[config.mk]
export PLATFORM = sky130hd
export DESIGN_NAME = ialu_rr_arbiter
export DESIGN_NICKNAME = d
export VERILOG_FILES = /design/src/rtl/riscv_pkg.sv /design/src/rtl/rr_pick.sv /design/src/rtl/ialu_rr_arbiter.sv
export SDC_FILE = /design/constraint.sdc
export NUM_CORES = 1
export LEC_CHECK = 0
export ABC_AREA = 0
export CAP_MARGIN = 20
export CORE_AREA = 2 2 109 111
export CTS_CLUSTER_SIZE = 12
export DETAILED_ROUTE_END_ITERATION = 8
export DIE_AREA = 0 0 111 113
export GPL_TIMING_DRIVEN = 0
export SLEW_MARGIN = 20
export SYNTH_ARGS = -nofsm -noshare
export SYNTH_HDL_FRONTEND = slang
export SYNTH_SLANG_ARGS = --single-unit
export TNS_END_PERCENT = 1
[constraint.sdc]
create_clock -name clk -period 2.5 [get_ports clk]
set_clock_uncertainty 0.2 [all_clocks]
set_input_delay 0.5 -clock clk [delete_from_list [all_inputs] [get_ports clk]]
set_output_delay 0.5 -clock clk [all_outputs]
set_load 0.05 [all_outputs]
[src/rtl/riscv_pkg.sv]
// Shared RISC-V core types: I-type funct3 encodings and arbiter limits.
// Imported by the shared-ALU arbiter and its round-robin picker.
package riscv_pkg;

  typedef enum logic [2:0] {
    ADDI  = 3'b000,
    SLLI  = 3'b001,
    SLTI  = 3'b010,
    SLTIU = 3'b011,
    XORI  = 3'b100,
    SRLI  = 3'b101,
    ORI   = 3'b110,
    ANDI  = 3'b111
  } i_func;

  typedef enum logic {
    SLOT_EMPTY = 1'b0,
    SLOT_FULL  = 1'b1
  } slot_e;

  localparam int IALU_ARB_MAX_REQ = 8;

endpackage

[src/rtl/rr_pick.sv]
// Round-robin picker: first asserted request at or after ptr, with wrap.
// Purely combinational; reusable by any shared-resource arbiter.
module rr_pick #(
  parameter int NREQ = 2,
  parameter int IDW  = (NREQ > 1) ? $clog2(NREQ) : 1
) (
  input  logic [NREQ-1:0] i_req,
  input  logic [IDW-1:0]  i_ptr,
  output logic [NREQ-1:0] o_grant,
  output logic [IDW-1:0]  o_idx,
  output logic            o_any
);

  int w_j;

  always_comb begin
    o_grant = '0;
    o_idx   = '0;
    o_any   = 1'b0;
    w_j     = 0;
    for (int i = 0; i < NREQ; i++) begin
      w_j = int'(i_ptr) + i;
      if (w_j >= NREQ) w_j = w_j - NREQ;
      if (!o_any && i_req[IDW'(w_j)]) begin
        o_any              = 1'b1;
        o_grant[IDW'(w_j)] = 1'b1;
        o_idx              = IDW'(w_j);
      end
    end
  end

endmodule

[src/rtl/ialu_rr_arbiter.sv]
// Round-robin share of one external I-type ALU with a 1-entry result slot.
// Define IALU_ARB_PERF_EN to add per-requester grant and stall counters.
module ialu_rr_arbiter
  import riscv_pkg::*;
#(
  parameter int NREQ = 2,
  parameter int IDW  = (NREQ > 1) ? $clog2(NREQ) : 1
) (
  input  logic             clk,
  input  logic             reset,
  input  logic [NREQ-1:0]  req_valid,
  output logic [NREQ-1:0]  req_ready,
  input  logic [NREQ*3-1:0]  req_func,
  input  logic [NREQ-1:0]  req_alt,
  input  logic [NREQ*32-1:0] req_rv1,
  input  logic [NREQ*32-1:0] req_imm,
  output logic [2:0]       alu_func,
  output logic             alu_alt,
  output logic [31:0]      alu_rv1,
  output logic [31:0]      alu_imm,
  input  logic [31:0]      alu_result,
  output logic             rsp_valid,
  input  logic             rsp_ready,
  output logic [IDW-1:0]   rsp_id,
  output logic [31:0]      rsp_data
`ifdef IALU_ARB_PERF_EN
  ,
  output logic [NREQ*16-1:0] perf_grant_cnt,
  output logic [15:0]      perf_stall_cnt
`endif
);

  if (NREQ < 2 || NREQ > IALU_ARB_MAX_REQ) begin : g_bad_nreq
    $error("ialu_rr_arbiter: NREQ out of range");
  end

  slot_e           r_state;
  logic [IDW-1:0]  r_ptr;
  logic [IDW-1:0]  r_id;
  logic [31:0]     r_data;

  logic [NREQ-1:0] w_grant;
  logic [IDW-1:0]  w_idx;
  logic [IDW-1:0]  w_sel;
  logic [IDW-1:0]  w_next_ptr;
  logic            w_any;
  logic            w_free;
  logic            w_acc;
  i_func           w_func;

  rr_pick #(
    .NREQ (NREQ),
    .IDW  (IDW)
  ) u_pick (
    .i_req   (req_valid),
    .i_ptr   (r_ptr),
    .o_grant (w_grant),
    .o_idx   (w_idx),
    .o_any   (w_any)
  );

  // Ready depends only on slot state, rsp_ready and the request vector.
  assign w_free    = (r_state == SLOT_EMPTY) || rsp_ready;
  assign req_ready = (reset || !w_free) ? '0 : w_grant;
  assign w_acc     = w_any && w_free && !reset;

  // Idle mux parks on ptr so the ALU never sees an undriven selection.
  assign w_sel    = w_any ? w_idx : r_ptr;
  assign w_func   = i_func'(req_func[3*int'(w_sel) +: 3]);
  assign alu_func = w_func;
  assign alu_alt  = req_alt[w_sel];
  assign alu_rv1  = req_rv1[32*int'(w_sel) +: 32];
  assign alu_imm  = req_imm[32*int'(w_sel) +: 32];

  assign w_next_ptr = (w_idx == IDW'(NREQ-1)) ? '0 : w_idx + 1'b1;

  always_ff @(posedge clk) begin
    if (reset) begin
      r_state <= SLOT_EMPTY;
      r_ptr   <= '0;
      r_id    <= '0;
      r_data  <= '0;
    end else if (w_acc) begin
      r_state <= SLOT_FULL;
      r_ptr   <= w_next_ptr;
      r_id    <= w_idx;
      r_data  <= alu_result;
    end else if (rsp_ready) begin
      r_state <= SLOT_EMPTY;
    end
  end

  assign rsp_valid = (r_state == SLOT_FULL);
  assign rsp_id    = r_id;
  assign rsp_data  = r_data;

`ifdef IALU_ARB_PERF_EN
  logic [15:0] r_gcnt [NREQ];
  logic [15:0] r_stall;

  always_ff @(posedge clk) begin
    if (reset) begin
      for (int k = 0; k < NREQ; k++) r_gcnt[k] <= '0;
      r_stall <= '0;
    end else begin
      if (w_acc) r_gcnt[w_idx] <= r_gcnt[w_idx] + 16'd1;
      if ((|req_valid) && !(|req_ready)) r_stall <= r_stall + 16'd1;
    end
  end

  for (genvar k = 0; k < NREQ; k++) begin : g_perf
    assign perf_grant_cnt[16*k +: 16] = r_gcnt[k];
  end
  assign perf_stall_cnt = r_stall;
`endif

endmodule

## After elaboration in Yosys (flattened, before gate mapping)

Cells that the tools add are included.

- Register bits after elaboration: 35
- Bits in latches: 0
- Bits in writable memories: 0
- ROM bits: 0
- Bits of input ports: 173
- Output and inout bits: 104
- Word-level logic and storage cells: 55
- Memories kept: 0

- Add/subtract/negate cells: 4
- $mul: 1
- Divide/modulo/power cells: 0
- Order comparisons: 7
- Eq/ne operators: 0
- Shift operators: 3
- Mux-type cells: 23
- Bitwise operators: 2
- Reductions and logical operators: 11

Operator list:

| kind | count |
|---|---|
| 64-bit by 7-bit indexed part select with 32-bit output | 2 |
| 1-bit two-way mux | 18 |
| 1-bit by 3-bit < comparator with 1-bit output (second input constant) | 2 |
| 2-bit two-way mux | 3 |
| 6-bit by 4-bit indexed part select with 3-bit output | 1 |
| 1-bit logical AND | 5 |
| 1-bit zero test | 3 |
| 2-bit by 1-bit multiplier with 3-bit output (first input constant) | 1 |
| 1-bit by 1-bit adder with 2-bit output (second input constant) | 1 |
| 1-bit demux with 1-bit select | 2 |
| 1-bit greater-or-equal comparator (second input constant) | 2 |
| 1-bit by 2-bit greater-or-equal comparator with 1-bit output (second input constant) | 1 |
| 2-bit greater-or-equal comparator (second input constant) | 1 |
| 1-bit logical OR | 2 |
| 1-bit by 2-bit < comparator with 1-bit output (second input constant) | 1 |
| 2-bit OR | 1 |
| 2-bit nonzero test | 1 |
| 1-bit subtractor (second input constant) | 2 |
| 1-bit adder (second input constant) | 1 |
| 1-bit inverter | 1 |

## Depth between registers and ports, before layout

Gate-level depths: netlist of run 1.

- Depth in word-level cells: 12
- Gate-level depth with buffers: 5
- Mapped depth without buffers: 3

## Hierarchy

A second synthesis of run 1 with hierarchy kept.

- Cells, all modules: 236
- Area, all modules: 2408.6 um2

Modules (own cells, without submodules):

| module | instances | cells each | area an instance (um2) | seq. area each (um2) |
|---|---|---|---|---|
| ialu_rr_arbiter | 1 | 231 | 2373.5 | 700.7 |
| rr_pick | 1 | 5 | 35.0 | 0.0 |

## Worst setup path after synthesis of run 1

OpenSTA, ideal clock, no wires.

- Kind: flip-flop to output port
- Start point: reg r_state, in the netlist rsp_valid
- End point: out req_ready[0]
- Data arrival time: 2.398 ns
- Data required time: 1.800 ns
- Setup slack: -0.598 ns
- Cell stages (with the launch flop): 5
- Buffers on the path: 2
- Path through: dfxtp_1 nor2b_4 buf_6 buf_2 nor4_1

- Cells in the longest elaborated chain, start to end: 5

RTL lines:

| item | line | text |
|---|---|---|
| start, declared | ialu_rr_arbiter.sv:37 | `slot_e r_state;` |
| start signal, assigned | ialu_rr_arbiter.sv:79 | `r_state <= SLOT_EMPTY;` |
| start signal, assigned | ialu_rr_arbiter.sv:84 | `r_state <= SLOT_FULL;` |
| start signal, assigned | ialu_rr_arbiter.sv:89 | `r_state <= SLOT_EMPTY;` |
| 1-bit inverter | ialu_rr_arbiter.sv:63 | `assign w_free = (r_state == SLOT_EMPTY) \|\| rsp_ready;` |
| 1-bit logical OR | ialu_rr_arbiter.sv:63 |  |
| 1-bit zero test | ialu_rr_arbiter.sv:64 | `assign req_ready = (reset \|\| !w_free) ? '0 : w_grant;` |
| 1-bit logical OR | ialu_rr_arbiter.sv:64 |  |
| 2-bit two-way mux | ialu_rr_arbiter.sv:64 |  |
| end, declared | ialu_rr_arbiter.sv:12 | `output logic [NREQ-1:0] req_ready,` |

Every way passes these cells.

## Final worst setup path of run 1

- Start point: reg r_ptr
- End point: out alu_imm[16]

- Cells in the longest elaborated chain, start to end: 6
- Elaborated cells between the ends (all ways): 11
- Those cells by class: 3 x add/sub; 2 x order compare; 1 x shift; 5 x mux

RTL lines:

| item | line | text |
|---|---|---|
| start, declared | ialu_rr_arbiter.sv:38 | `logic [IDW-1:0] r_ptr;` |
| start signal, assigned | ialu_rr_arbiter.sv:85 | `r_ptr <= w_next_ptr;` |
| 1-bit by 1-bit adder with 2-bit output, or another cell as far along | rr_pick.sv:22 | `w_j = int'(i_ptr) + i;` |
| 2-bit greater-or-equal comparator, or another cell as far along | rr_pick.sv:23 | `if (w_j >= NREQ) w_j = w_j - NREQ;` |
| 1-bit two-way mux (on tied branches) | rr_pick.sv:23, rr_pick.sv:24 |  |
| 1-bit two-way mux | rr_pick.sv:24 | `if (!o_any && i_req[IDW'(w_j)]) begin` |
| 1-bit two-way mux (*) | ialu_rr_arbiter.sv:68 | `assign w_sel = w_any ? w_idx : r_ptr;` |
| 64-bit by 7-bit indexed part select with 32-bit output (*) | ialu_rr_arbiter.sv:73 | `assign alu_imm = req_imm[32*int'(w_sel) +: 32];` |
| end, declared | ialu_rr_arbiter.sv:20 | `output logic [31:0] alu_imm,` |

Every way passes the cells marked *; elsewhere a longest branch is shown, timed or not.

==> results.toml, run 1 <==
[clocking]
htreeDepth = 2
clock_latency_ps = 270
cts_num_sinks = 35
cts_made_buffers = 5
clockBufferDepth = 2
hold_buffers = 0
cts_tree = "yes"
cts-root-buf = "clkbuf_16"
path_clk_slew_ps = 50

[worst_setup_path]
critPathMaxFanout = 10
cp-end-kind = "primary output"
cp.arrival_ps = 1880
critical_path_class = "reg -> out"
slowest_stage = "dlygate4sd2_1"
crit_required_ps = 1800
cp-start-kind = "flop"
cp_cell_sequence = "buf_2 -> buf_4 -> mux2_1 -> dlygate4sd2_1"
cpPeakStageDelay_ps = 450

[logic_synthesis]
ys_seq_area_share_pct = 31.1
synth_area_um2 = 2250
avgSynthCellArea_um2 = 9.42
synth_nets = 412
ys_ff_latch = 35
synth_cell_types = 19
netlist_instances = 239
yosys_warnings = 0

[global_routing]
grt_pass1_wl_um = 18500
grtUsageTotal_pct = 18.8
grt_pass1_vias = 3159
antenna_found_initial = 1
overflow = 0
grt_start_max_net_pins = 12

[floorplanning]
die_y_um = 113
start_util_pct = 20.0
io_pins = 277
rows = 39
fp.dieW_um = 111
fp.coreArea_um2 = 11300
die_area_um2 = 12500

[detailed_routing]
routed_wl_um = 12200
wl_per_cell_um = 18.5
drt_iter0_drc = 78
dr.pass1.iters = 4
drtAntennaViolNets = 0
drc = 0
vias = 2945
vias_per_cell = 4.44

[final_layout]
drive_gt1_share_pct = 9.06
synthToLayoutAreaGrowth_pct = 132
layoutNonFillerInstCount = 663
fin_nets = 691

[sta]
rsz0062_at_grt = "true"
slew_headroom_pct = 60.8
tns_ps = -814
fin_crit_sh_pct = 103
max_freq_mhz = 387
fin_crit_ps = 2580
fin_ws_ps = -81.8
hold_violations = 0
drv_slew = 0
worst_pin_slew_ps = 590
finalSetupViolCount = 37

[placed_design]
routabilityCongestion = 0.858
place_inst = 654
portBuffers = 272
dpl.hpwl_um = 10500

[flow_run]
cap_violations = 0

[run_status]
violations = "setup timing"
status = "finished with violations"

[hold_path]
hold_class = "reg -> reg"

[power_and_ir_drop]
power.density_nw_per_um2 = 463
ir_drop_v = 0.000439
leakagePower_uw = 0.00206
[cell type report]
cell class | count | area [um^2]
diodes | 1 | 2.50
plain buffers | 28 | 184
clock buffers | 6 | 129
clock inverters | 2 | 12.5
fillers | 1134 | 6040
inverters | 1 | 3.75
multi-input cells | 175 | 1380
flip-flops and latches | 35 | 701
well taps | 143 | 179
repair buffers | 272 | 2640
[synthesized netlist by cell type (all sizes together)]
| master | number | area [um^2] |
|---|---|---|
| dfxtp | 35 | 701 |
| nor4 | 1 | 6.26 |
| clkbuf | 5 | 18.8 |
| nor2b | 1 | 13.8 |
| or3 | 1 | 6.26 |
| a21oi | 35 | 179 |
| nand2b | 1 | 6.26 |
| o21ai | 34 | 170 |
| mux2 | 68 | 766 |
| nand3 | 33 | 215 |
| inv | 1 | 3.75 |
| buf | 23 | 163 |
| conb | 1 | 3.75 |
[stage by stage]
step / hold slack, ps / utilization [%] / power (uW) / setup slack (ps) / cell area, um^2
CTS: 280 / 46.4 / 2450 / -88.0 / 5230
global route: 297 / 46.4 / 2520 / -152 / 5230
finish: 280 / 46.4 / 2420 / -81.8 / 5230
detailed placement: 272 / 45.9 / 1920 / -610 / 5170
global placement: 262 / 45.9 / 1910 / -595 / 5170
floorplan: 431 / - / 1330 / 302 / 2270
[final timing paths]
path,startpoint,end,slack [ps],cells past startpoint
setup / recovery,r_ptr,alu_imm[16],-80,4
setup reg to reg,rsp_valid,rsp_data[25],1120,5
hold / removal,rsp_data[17],rsp_data[17],280,2
hold reg to reg,rsp_data[17],rsp_data[17],280,2
[what timing repair did]
action / in CTS / in global routing
buffers inserted: 0 / 0
pin swaps: 0 / 0
endpoints found under the setup margin: 69 / 68
gates resized for setup: 75 / 4
[layout by cell type (no fill, tap or decap)]
| cell | count |
|---|---|
| mux2_1 | 67 |
| nand3_1 | 23 |
| nand2b_1 | 1 |
| dfxtp_1 | 35 |
| a21oi_2 | 1 |
| clkinv_2 | 1 |
| o21ai_1 | 29 |
| clkbuf_16 | 5 |
| dlygate4sd2_1 | 67 |
| nor4_4 | 1 |
| o21ai_0 | 5 |
| buf_2 | 9 |
| a21oi_1 | 34 |
| nor2b_4 | 1 |
| diode_2 | 1 |
| dlymetal6s2s_1 | 1 |
| buf_6 | 5 |
| conb_1 | 1 |
| inv_2 | 1 |
| clkbuf_1 | 6 |
| or3_1 | 1 |
| buf_4 | 10 |
| mux2_2 | 1 |
| clkbuf_2 | 1 |
| nand3_2 | 10 |
| clkinvlp_4 | 1 |
| clkdlybuf4s50_1 | 202 |
[flip-flops by register name (all words and copies together), names as in the netlist]
register,count
r_ptr,1
rsp_data,32
rsp_id,1
rsp_valid,1
[power by group]
group | switching, uW | total, uW | internal, uW
Combinational | 724 | 1220 | 496
Sequential | 15.8 | 607 | 591
Clock | 225 | 593 | 367
[worst max-delay path: cells and delay by family, from the launching register on]
family	cells	cell delay, ps
buffers and inverters	3	920
flip-flops	1	300
multiplexers	1	400
[logic make-up (layout without fill, tap and decap cells)]
logic type	count (synthesis)	in the layout	synth area share, %
other	1	2	0.167
buffers and inverters	29	309	8.22
multiplexers	68	68	34.0
AO/OA/AOI/OAI	69	69	15.5
flip-flops	35	35	31.1
AND/OR/NAND/NOR	37	37	11.0
[per-layer routing]
metal,track usage (%),share of wire (%),vias up
met5,0,0,-
met4,2.75,0.61,0
met3,5.30,7.1,4
met2,36.7,54,124
met1,20.5,38,1389
li1,-,-,1428
No activity file was read; power rests on OpenSTA's default activity.
==> inputs of run 2 (changes only) <==
--- a/config.mk
+++ b/config.mk
@@ -12,6 +12,7 @@
 export DETAILED_ROUTE_END_ITERATION = 8
 export DIE_AREA = 0 0 111 113
 export GPL_TIMING_DRIVEN = 0
+export PLACE_DENSITY = 0.68
 export SLEW_MARGIN = 20
 export SYNTH_ARGS = -nofsm -noshare
 export SYNTH_HDL_FRONTEND = slang
==> run 2 against run 1 <==
  * The flow still finishes with violations (setup timing)
  * Sequential cell count stayed put
  * Design area hardly changed
  * Setup slack better by 73 ps
  * Sequential power hardly changed
  * Register-to-register slack worse by 30 ps
  * Core utilization hardly changed
  * Clock power is 3.5% lower
  * Sequential share of layout area hardly changed
  * Hold slack worse by 2.3 ps
  * Largest power group unchanged
  * Via count is 1.1% lower
  * First-iteration DRC count is 10% higher
==> results.toml, run 2 (synthesis results as in run 1) <==
[run_status]
status = "finished with violations"
violations = "setup timing"

[detailed_routing]
drt_iter0_drc = 86
vias = 2912
dr.pass1.iters = 4
vias_per_cell = 4.40
drtAntennaViolNets = 0
wl_per_cell_um = 17.4
drc = 0
routed_wl_um = 11500

[clocking]
cts_setup_buffers = 0
cts_made_buffers = 5
path_clk_slew_ps = 50
cts-root-buf = "clkbuf_16"
clockBufferDepth = 2
cts_tree = "yes"
cts_num_sinks = 35
clock_latency_ps = 270
htreeDepth = 2

[sta]
hold_violations = 0
max_freq_mhz = 399
tns_ps = -9.14
fin_crit_ps = 2510
fin_crit_sh_pct = 100
worst_pin_slew_ps = 554
drv_slew = 0
finalSetupViolCount = 1
rsz0062_at_grt = "true"
slew_headroom_pct = 63.0
fin_ws_ps = -9.14
holdWs_ps = 278

[global_routing]
grt_pass1_wl_um = 17400
overflow = 0
grtUsageTotal_pct = 17.5
grt_start_max_net_pins = 11
grt_pass1_vias = 3066
antenna_found_initial = 2

[worst_setup_path]
cp-start-kind = "flop"
cp.arrival_ps = 1810
critical_path_class = "reg -> out"
critPathMaxFanout = 10
worst-path-buf-inv = 3
crit_required_ps = 1800
r2r_setup_slack_ps = 1090
cpPeakStageDelay_ps = 450
cp-end-kind = "primary output"
path_delay_family = "buffers and inverters"
cp_cell_sequence = "clkbuf_4 -> buf_4 -> mux2_1 -> dlygate4sd2_1"
slowest_stage = "dlygate4sd2_1"

[placed_design]
dpl.hpwl_um = 9810
routabilityCongestion = 0.830
post-place-ws_ps = -589
dpl-instance-area_um2 = 5170
portBuffers = 272

[power_and_ir_drop]
p_comb_share_pct = 50.7
ir_drop_v = 0.000301
leakagePower_uw = 0.00204
power.density_nw_per_um2 = 458
power_uw = 2390
swShare_pct = 39.6
p_switching_uw = 948
internal_power_uw = 1450
pwr-share-clk_pct = 23.9
seqPwrFrac_pct = 25.4

[floorplanning]
fp.coreArea_um2 = 11300
rows = 39
fp.dieW_um = 111
die_area_um2 = 12500
die_y_um = 113
start_util_pct = 20.0
io_pins = 277

[final_layout]
drive_gt1_share_pct = 9.48
synthToLayoutAreaGrowth_pct = 132
finish.instance_area_um2 = 5230
fin_nets = 691
largest_reg_flops = 32
final_cell_mix = "clkdlybuf4s50_1, mux2_1, dlygate4sd2_1"
fillCellCount = 1102
final_common_cell = "clkdlybuf4s50_1"

[flow_run]
cap_violations = 0

[hold_path]
hold_class = "reg -> reg"
==> run 2: area by class of cell <==
type	count	area (um^2)	share of cell area [%]
Inverter	1	3.75	0.0718
Sequential cell	35	701	13.4
Clock buffer	5	125	2.39
Multi-Input combinational cell	175	1380	26.4
Antenna cell	2	5.00	0.0958
Tap cell	143	179	3.42
Timing Repair Buffer	272	2640	50.5
Clock inverter	1	7.51	0.144
Buffer	28	186	3.57
==> run 2: stage by stage <==
step | util [%] | cells
2_1_floorplan | - | 239
3_5_place_dp | 45.9 | 654
4_1_cts | 46.3 | 660
3_3_place_gp | 45.9 | 654
5_1_grt | 46.4 | 662
6_report | 46.4 | 662
==> run 2: final timing paths <==
path                      from      endpoint  cells past startpoint
setup reg to reg     rsp_valid   rsp_data[4]                      5
hold reg to reg   rsp_data[10]  rsp_data[10]                      2
hold / removal    rsp_data[10]  rsp_data[10]                      2
setup / recovery         r_ptr   alu_imm[16]                      4
==> run 2: tightest hold or removal path, delay by kind of cell, from the launching register on <==
| kind | cells | cell delay, ps |
|---|---|---|
| AOI/OAI and AO/OA | 2 | 120 |
| DFF | 1 | 310 |
==> run 2: per-layer routing <==
layer | GRT usage, % | wire length, um
met5 | 0 | 0
met4 | 3.83 | 110
met3 | 4.34 | 837
met2 | 33.3 | 6110
met1 | 19.6 | 4420
==> run 2: power by group through the flow <==
| stage | clock network, uW | registers (uW) | logic, uW |
|---|---|---|---|
| 2_1_floorplan | 0 | 728 | 603 |
| 3_3_place_gp | 0 | 618 | 1290 |
| 3_5_place_dp | 0 | 620 | 1290 |
| 4_1_cts | 586 | 609 | 1230 |
| 5_1_grt | 609 | 613 | 1270 |
| 6_report | 572 | 608 | 1210 |
==> run 2: timing repair <==
action	in CTS	in global routing
hold buffers	0	0
gates resized for setup	79	6
endpoints found under the hold margin	0	0
pin swaps	0	0
endpoints found under the setup margin	69	68
